**src/rtl/store_buffer_pkg.sv**
```systemverilog
// rtl/store_buffer_pkg.sv - shared sizing constants and entry type for the store buffer
package store_buffer_pkg;

   localparam int DEPTH = 4;
   localparam int AW    = 32;
   localparam int DW    = 32;
   localparam int PTR_W = $clog2(DEPTH);
   localparam int CNT_W = PTR_W + 1;

   typedef struct packed {
      logic [AW-1:0] addr;
      logic [DW-1:0] data;
   } sb_entry_t;

endpackage

```
**src/rtl/store_buffer_match.sv**
```systemverilog
// rtl/store_buffer_match.sv - youngest-match search of buffered stores for load forwarding
module store_buffer_match
   import store_buffer_pkg::*;
(
   input  sb_entry_t        entries_i [DEPTH],
   input  logic [DEPTH-1:0] valid_i,
   input  logic [PTR_W-1:0] head_i,
   input  logic [AW-1:0]    ld_addr_i,
   output logic             hit_o,
   output logic [DW-1:0]    data_o
);

   logic [PTR_W-1:0] idx;

   // Walk oldest to youngest; later matches overwrite earlier ones, so the
   // entry closest to tail wins.
   always_comb begin
      hit_o  = 1'b0;
      data_o = '0;
      idx    = '0;
      for (int k = 0; k < DEPTH; k++) begin
         idx = head_i + PTR_W'(k);
         if (valid_i[idx] && entries_i[idx].addr == ld_addr_i) begin
            hit_o  = 1'b1;
            data_o = entries_i[idx].data;
         end
      end
   end

endmodule

```
**src/rtl/store_buffer.sv**
```systemverilog
// rtl/store_buffer.sv - posted-write FIFO between MEM stage and data memory
// Loads own the memory port; buffered stores retire one per load-free cycle.
module store_buffer
   import store_buffer_pkg::*;
(
   input  logic          clk,
   input  logic          reset,
   input  logic          st_valid,
   input  logic [AW-1:0] st_addr,
   input  logic [DW-1:0] st_data,
   output logic          st_ready,
   input  logic          ld_valid,
   input  logic [AW-1:0] ld_addr,
   output logic [DW-1:0] ld_data,
   input  logic          drain_req,
   output logic          empty,
   output logic          mem_write,
   output logic          mem_read,
   output logic [AW-1:0] mem_address,
   output logic [DW-1:0] mem_write_data,
   input  logic [DW-1:0] mem_data_read
);

   sb_entry_t        entries_q [DEPTH];
   logic [PTR_W-1:0] head_q, head_d, tail_q, tail_d;
   logic [CNT_W-1:0] count_q, count_d;
   logic             push, pop;
   logic [DEPTH-1:0] valid;
   logic             fwd_hit;
   logic [DW-1:0]    fwd_data;
   logic             unused_drain;

   // Draining is already greedy, so a fence only needs to watch empty.
   assign unused_drain = drain_req;

   assign st_ready = (count_q != CNT_W'(DEPTH));
   assign empty    = (count_q == '0);
   assign push     = st_valid && st_ready;
   assign pop      = !ld_valid && !empty;

   always_comb begin
      for (int i = 0; i < DEPTH; i++) begin
         valid[i] = ({1'b0, PTR_W'(i) - head_q} < count_q);
      end
   end

   always_comb begin
      head_d  = pop  ? head_q + 1'b1 : head_q;
      tail_d  = push ? tail_q + 1'b1 : tail_q;
      count_d = count_q + CNT_W'(push) - CNT_W'(pop);
   end

   always_ff @(posedge clk or negedge reset) begin
      if (!reset) begin
         head_q  <= '0;
         tail_q  <= '0;
         count_q <= '0;
      end else begin
         head_q  <= head_d;
         tail_q  <= tail_d;
         count_q <= count_d;
      end
   end

   always_ff @(posedge clk) begin
      if (push) begin
         entries_q[tail_q] <= '{addr: st_addr, data: st_data};
      end
   end

   store_buffer_match u_match (
      .entries_i (entries_q),
      .valid_i   (valid),
      .head_i    (head_q),
      .ld_addr_i (ld_addr),
      .hit_o     (fwd_hit),
      .data_o    (fwd_data)
   );

   always_comb begin
      mem_read       = ld_valid;
      mem_write      = pop;
      mem_address    = '0;
      mem_write_data = '0;
      if (ld_valid) begin
         mem_address = ld_addr;
      end else if (pop) begin
         mem_address    = entries_q[head_q].addr;
         mem_write_data = entries_q[head_q].data;
      end
      ld_data = ld_valid ? (fwd_hit ? fwd_data : mem_data_read) : '0;
   end

endmodule

```
**config.mk**
```make
export PLATFORM = sky130hd
export DESIGN_NAME = store_buffer
export DESIGN_NICKNAME = d
export VERILOG_FILES = /design/src/rtl/store_buffer_pkg.sv /design/src/rtl/store_buffer_match.sv /design/src/rtl/store_buffer.sv
export SDC_FILE = /design/constraint.sdc
export NUM_CORES = 1
export LEC_CHECK = 0
export ABC_CLOCK_PERIOD_IN_PS = 14980
export CORE_MARGIN = 1.5
export CORE_UTILIZATION = 55
export DETAILED_ROUTE_END_ITERATION = 10
export PLACE_DENSITY = 0.79
export RECOVER_POWER = 50
export SYNTH_ARGS = -nofsm -noshare
export SYNTH_HDL_FRONTEND = slang
export SYNTH_HIERARCHICAL = 1
export SYNTH_SLANG_ARGS = --single-unit
```
**constraint.sdc**
```tcl
create_clock -name clk -period 14.98 [get_ports clk]
set_clock_uncertainty 0.1 [all_clocks]
set_input_delay 4.494 -clock clk [delete_from_list [all_inputs] [get_ports clk]]
set_output_delay 4.494 -clock clk [all_outputs]
set_load 0.01 [all_outputs]
```
Word level (Yosys, flattened, before mapping). Cells that the tools add are included.

Register bits after elaboration: 263. Bits of input ports: 133. Output and inout port bits: 100. Logic and storage cells: 92.

$add $sub $neg: 10. Order comparisons: 14. Equality and inequality tests: 5. Multiplexer cells: 37. Bitwise logic cells: 5. Reductions and logical operators: 10.

Operators by type and width (count): $mux W64 (9); $bmux W64 S2 (4); $mux W32 (10); $bwmux W256 (1); $demux W64 S2 (1); $eq A32 B32 Y1 (4); $ge A3 B3 Y1 const B (5); $not A2 Y3 (5); $lt A2 B3 Y1 (4); $lt A2 B3 Y1 const B (4); $bmux W1 S2 (4); $mux W1 (8); $logic_and A1 B1 Y1 (7); $add A2 B1 Y2 const B (2); $add A2 B2 Y2 const B (2); $sub A1 B2 Y2 const A (2); $sub A2 B2 Y2 const A (2); $add A3 B1 Y3 (1); $logic_not A3 Y1 (1); $lt A3 B1 Y1 const B (1); $ne A3 B3 Y1 const B (1); $sub A3 B1 Y3 (1); $logic_not A1 Y1 (2).

Longest topological paths before layout.
Word-level depth: 12. Mapped depth: 20. Depth with buffers taken out: 14.

Modules after synthesis. The synthesis kept the hierarchy.

By module, submodules not included: store_buffer (instances 1, cells an instance 534, area an instance 10841.6 µm², sequential area each 7862.5 µm²); store_buffer_match (instances 1, cells an instance 1077, area an instance 8897.3 µm², sequential area each 0.0 µm²).

Least setup slack after synthesis. Ideal clock, no wire load.

Path type: input to output. Start: input port ld_addr[23]. End: output port ld_data[10]. Data arrival time: 7.406 ns. Data required time: 10.386 ns. Slack: 2.980 ns. Stages: 11. Path buffers: 4. Cell sequence: clkbuf_1 > a22o_1 > or4_1 > a2111o_1 > o31ai_2 > buf_2 > or3_1 > clkbuf_1 > buf_2 > mux2i_1 > nor2b_1.

Cells in the longest elaborated chain, start to end: 8. Elaborated cells between the ends (all ways): 18. Classes of those cells: 4 x eq/ne; 10 x mux; 4 x reduce/logical.

Ends and longest elaborated chain: start, declared (RTL line store_buffer.sv:13) `input logic [AW-1:0] ld_addr,`; $eq A32 B32 Y1 (RTL line store_buffer_match.sv:23) `if (valid_i[idx] && entries_i[idx].addr == ld_addr_i) begin`; $logic_and A1 B1 Y1 (RTL line store_buffer_match.sv:23); $mux W1 (3 in a row) (RTL line store_buffer_match.sv:23); $mux W1 (*) (RTL line store_buffer_match.sv:23); via fwd_hit (RTL line store_buffer.sv:29) `logic fwd_hit;`; $mux W32 (*) (2 in a row) (RTL line store_buffer.sv:91) `ld_data = ld_valid ? (fwd_hit ? fwd_data : mem_data_read) : '0;`; end, declared (RTL line store_buffer.sv:14) `output logic [DW-1:0] ld_data,`.

Mark *: on every way through the listed nets, which the timed path passes. The rest lies on a longest branch.

Worst setup path in the final report.
Start: input port ld_addr[21]. End: output port ld_data[10].

Cells in the longest elaborated chain, start to end: 8. Elaborated cells between the ends (all ways): 18. Classes of those cells: 4 x eq/ne; 10 x mux; 4 x reduce/logical.

Ends and longest elaborated chain: $eq A32 B32 Y1 (RTL line store_buffer_match.sv:23); $logic_and A1 B1 Y1 (RTL line store_buffer_match.sv:23); $mux W32 (3 in a row) (RTL line store_buffer_match.sv:23); $mux W32 (*) (RTL line store_buffer_match.sv:23); via fwd_data[10] (RTL line store_buffer.sv:30) `logic [DW-1:0] fwd_data;`; $mux W32 (*) (2 in a row) (RTL line store_buffer.sv:91).

Marked as above.

==> summary.md <==
| Metric | Value |
|---|---|
| Outcome | `finished with violations` |
| Failing checks | `capacitance limit, slew limit` |
| R2R depth | `3` |
| Drt drc | `0` |
| Unrepaired setup endpoints after global routing | `false` |
| Synth Instances | `between 1500 and 2000` |
| Util after Layout | `around two thirds` |
| Initial antenna violation count | `7` |
| Gr ovfl total | `0` |
| Reg2reg start | `count_q[2]` |
| Seq/Total Area, Yosys | `39.8%` |
| DR iter-0 viols | `1938` |
| Total die area | `around 37000 µm²` |
| Count leader, synth | `edfxtp_1` |
| Max-slew violation count | `between 100 and 150` |
| Num Clock Sinks | `approximately 260` |
| Top cells by area, synth | `edfxtp_1, mux4_2, mux2i_1, xnor2_1, mux2_2` |
| WL per Instance | `roughly 27 µm` |
| CTS tree | `built` |
| Power Dens Cells | `roughly 180 nW/µm²` |
| Worst path bufs/invs | `2` |
| Ys async rst share | `between 2 and 3%` |
| Drt total wl | `roughly 60 mm` |
| Gpl congestion | `approximately 0.94` |
| DRT Pass-1 Iters | `7` |
| Warnings, synthesis | `6` |
| Crit start category | `input pin` |
| Critical-path top delay cell | `or4b_1` |
| CP delay by family, top | `compound AO/OA/AOI/OAI gates` |
| Final Non-Filler Cells | `2227` |
| Hold WC Path Type | `reg2reg` |
| Reg-to-reg endpoint | `entries_q[51]` |
| Number of flops mapped to enable cells by yosys | `around 260` |
| Placed Cells | `between 2000 and 2500` |
| Syn_area_per_cell | `~12 µm²` |
| Final HPWL from detailed placement | `40.6 mm` |
| Worst setup path end | `ld_data[10]` |
| CORE AREA | `35500 µm²` |
| Global-route wire length before repair | `89.2 mm` |
| Site Rows | `between 60 and 70` |
| Clock Tree Root | `clkbuf_16` |
| CP Capture Type | `output port` |
| Maximum VDD drop | `~0.00020 V` |
| Final worst slack | `approximately 1.2 ns` |
| CP dominant cell by count | `clkdlybuf4s50_1` |
| DR vias | `approximately 16000` |
| Area growth syn-to-layout | `16.6%` |
| IO buf count | `around 230` |
| Slew HR | `-116%` |
| Data arrival, critical path | `just over 9 ns` |
| Max-cap violations | `3` |
| Hold_buf cts | `0` |
| Crit Path Class | `in2out` |
| #FFs+latches synth | `approximately 260` |
| Clk slew on worst S/H paths | `~0.060 ns` |
| Number of global-route vias before repair | `roughly 15000` |
| Critical path required time | `between 10 and 15 ns` |
| CTS HTree Levels | `1` |
| Num CTS Buffers | `30` |
| Tot GR Track Use | `31.8%` |
| TNS Setup | `0 ns` |
| Main synth FF type | `edfxtp_1` |
| Crit path launch | `ld_addr[21]` |
| Die X-Extent | `192 µm` |
| Vias/cell | `7.04` |
| Initial Utilization | `55.6%` |
| Largest area contributor in the netlist | `edfxtp_1` |
| Dpl ws | `between 1 and 1.5 ns` |
| Fin crit share | `92.1%` |
| Fin Hold WS | `slightly below 0.5 ns` |
| Synth top cells by count | `edfxtp_1, mux2i_1, mux4_2` |
| Synthesized area | `19700 µm²` |
| FMAX | `0.0725 GHz` |
| Final setup fails | `0` |
| Final hold violations | `0` |
| Nets | `1881` |
| Netlist cell types | `81` |
| Pleak | `0.00789 µW` |
| Share of cells above drive strength 1 | `between 10% and 20%` |
| Post-Syn Nets | `~1800` |
| Minimum clock period after layout | `about 14 ns` |
| Pin count of the biggest net entering global routing | `between 150 and 200` |
| Top-area cell type share of the netlist area | `between 30 and 40%` |
| Post-cts resize count | `0` |
| Slew @ Worst Pin | `between 3 and 4 ns` |
| Critical Path Max Stage Delay | `between 0.8 and 0.9 ns` |
| Postcts setup bufs | `0` |
| Max Root-Sink Buffers | `3` |
| Levels on crit path | `11` |
| Crit-path cells | `clkdlybuf4s50_1 > xnor2_1 > nand2_1 > a2111oi_1 > nand3_2 > or4b_1 > o311a_1 > o22a_1 > mux2i_1 > nor2b_1 > clkdlybuf4s50_1` |
| CP max FO | `10` |
| Top-Level Pins | `between 200 and 250` |
| Detail Route Antenna Nets | `0` |
| Skew-Pair Late Insertion Delay | `0.58 ns` |
| R2R Setup Slk | `11.72 ns` |
| Die Y | `slightly below 200 µm` |
[metrics by stage]
step | instance area (µm²) | total power (µW)
2_1_floorplan | 19700 | 2850
3_3_place_gp | 22100 | 3380
3_5_place_dp | 22100 | 3440
5_1_grt | 23000 | 4370
4_1_cts | 23000 | 4150
6_report | 23000 | 4180
[metal layers]
metal,part of all wire [%],routed length [µm],global-route usage [%]
met3,9.6,5800,4.78
met1,41,24700,45.5
met2,46,28000,50.7
met5,0.042,25,0
met4,2.7,1650,8.50
[layout by cell type, fill, tap and decap left out, types with 15 or more instances in the layout]
master and n:
edfxtp_1 256, nand2_1 64, buf_4 28, o32a_1 24, a311oi_1 18, nor2b_1 35, clkdlybuf4s50_1 164, mux2i_1 222
inv_1 16, nand4_1 17, nor3_1 23, o21ai_0 15, mux2_2 51, a41oi_1 28, a21oi_1 15, xor2_1 42
o31ai_1 19, a211oi_1 22, a22o_1 38, xnor2_1 68, and3_1 24, mux4_2 111, a2111oi_0 36, nor2_1 50
dlygate4sd3_1 66, clkbuf_16 30, and2_1 40
[report_power, final]
| group | internal [µW] | leakage, µW | switching (µW) |
|---|---|---|---|
| clock network | 400 | 0.000470 | 302 |
| registers | 986 | 0.00242 | 129 |
| logic | 1090 | 0.00500 | 1270 |
[cell type report]
| type | instances | area [µm²] |
|---|---|---|
| Fill cell | 2716 | 12500 |
| Timing Repair Buffer | 263 | 2580 |
| Clock buffer | 36 | 803 |
| Inverter | 17 | 63.8 |
| Tap cell | 461 | 577 |
| Clock inverter | 20 | 155 |
| Sequential cell | 263 | 7870 |
| Multi-Input combinational cell | 1163 | 11000 |
| Antenna cell | 4 | 10.0 |
[cells by family after synthesis]
kind of cell | after synthesis | synth area share (%)
adders and majority gates | 10 | 0.672
and+or+nand+nor | 319 | 8.70
muxes | 388 | 27.1
xor gates and xnor gates | 110 | 4.88
DFF | 263 | 39.8
buffers and inverters | 185 | 4.74
AOI/OAI and AO/OA | 336 | 14.1
[worst min path at each step]
stage | cells after the start | end | from
finish | 1 | tail_q[1] | tail_q[1]
global route | 1 | tail_q[1] | tail_q[1]
CTS | 1 | tail_q[1] | tail_q[1]
detailed placement | 1 | tail_q[1] | tail_q[1]
global placement | 1 | tail_q[1] | tail_q[1]
floorplan | 1 | tail_q[1] | tail_q[1]
[registers in the layout, summed over array words and instances (netlist names)]
| name | flops |
|---|---|
| tail_q | 2 |
| count_q | 3 |
| entries_q | 256 |
| head_q | 2 |
Power figures use the tool's default switching activity.
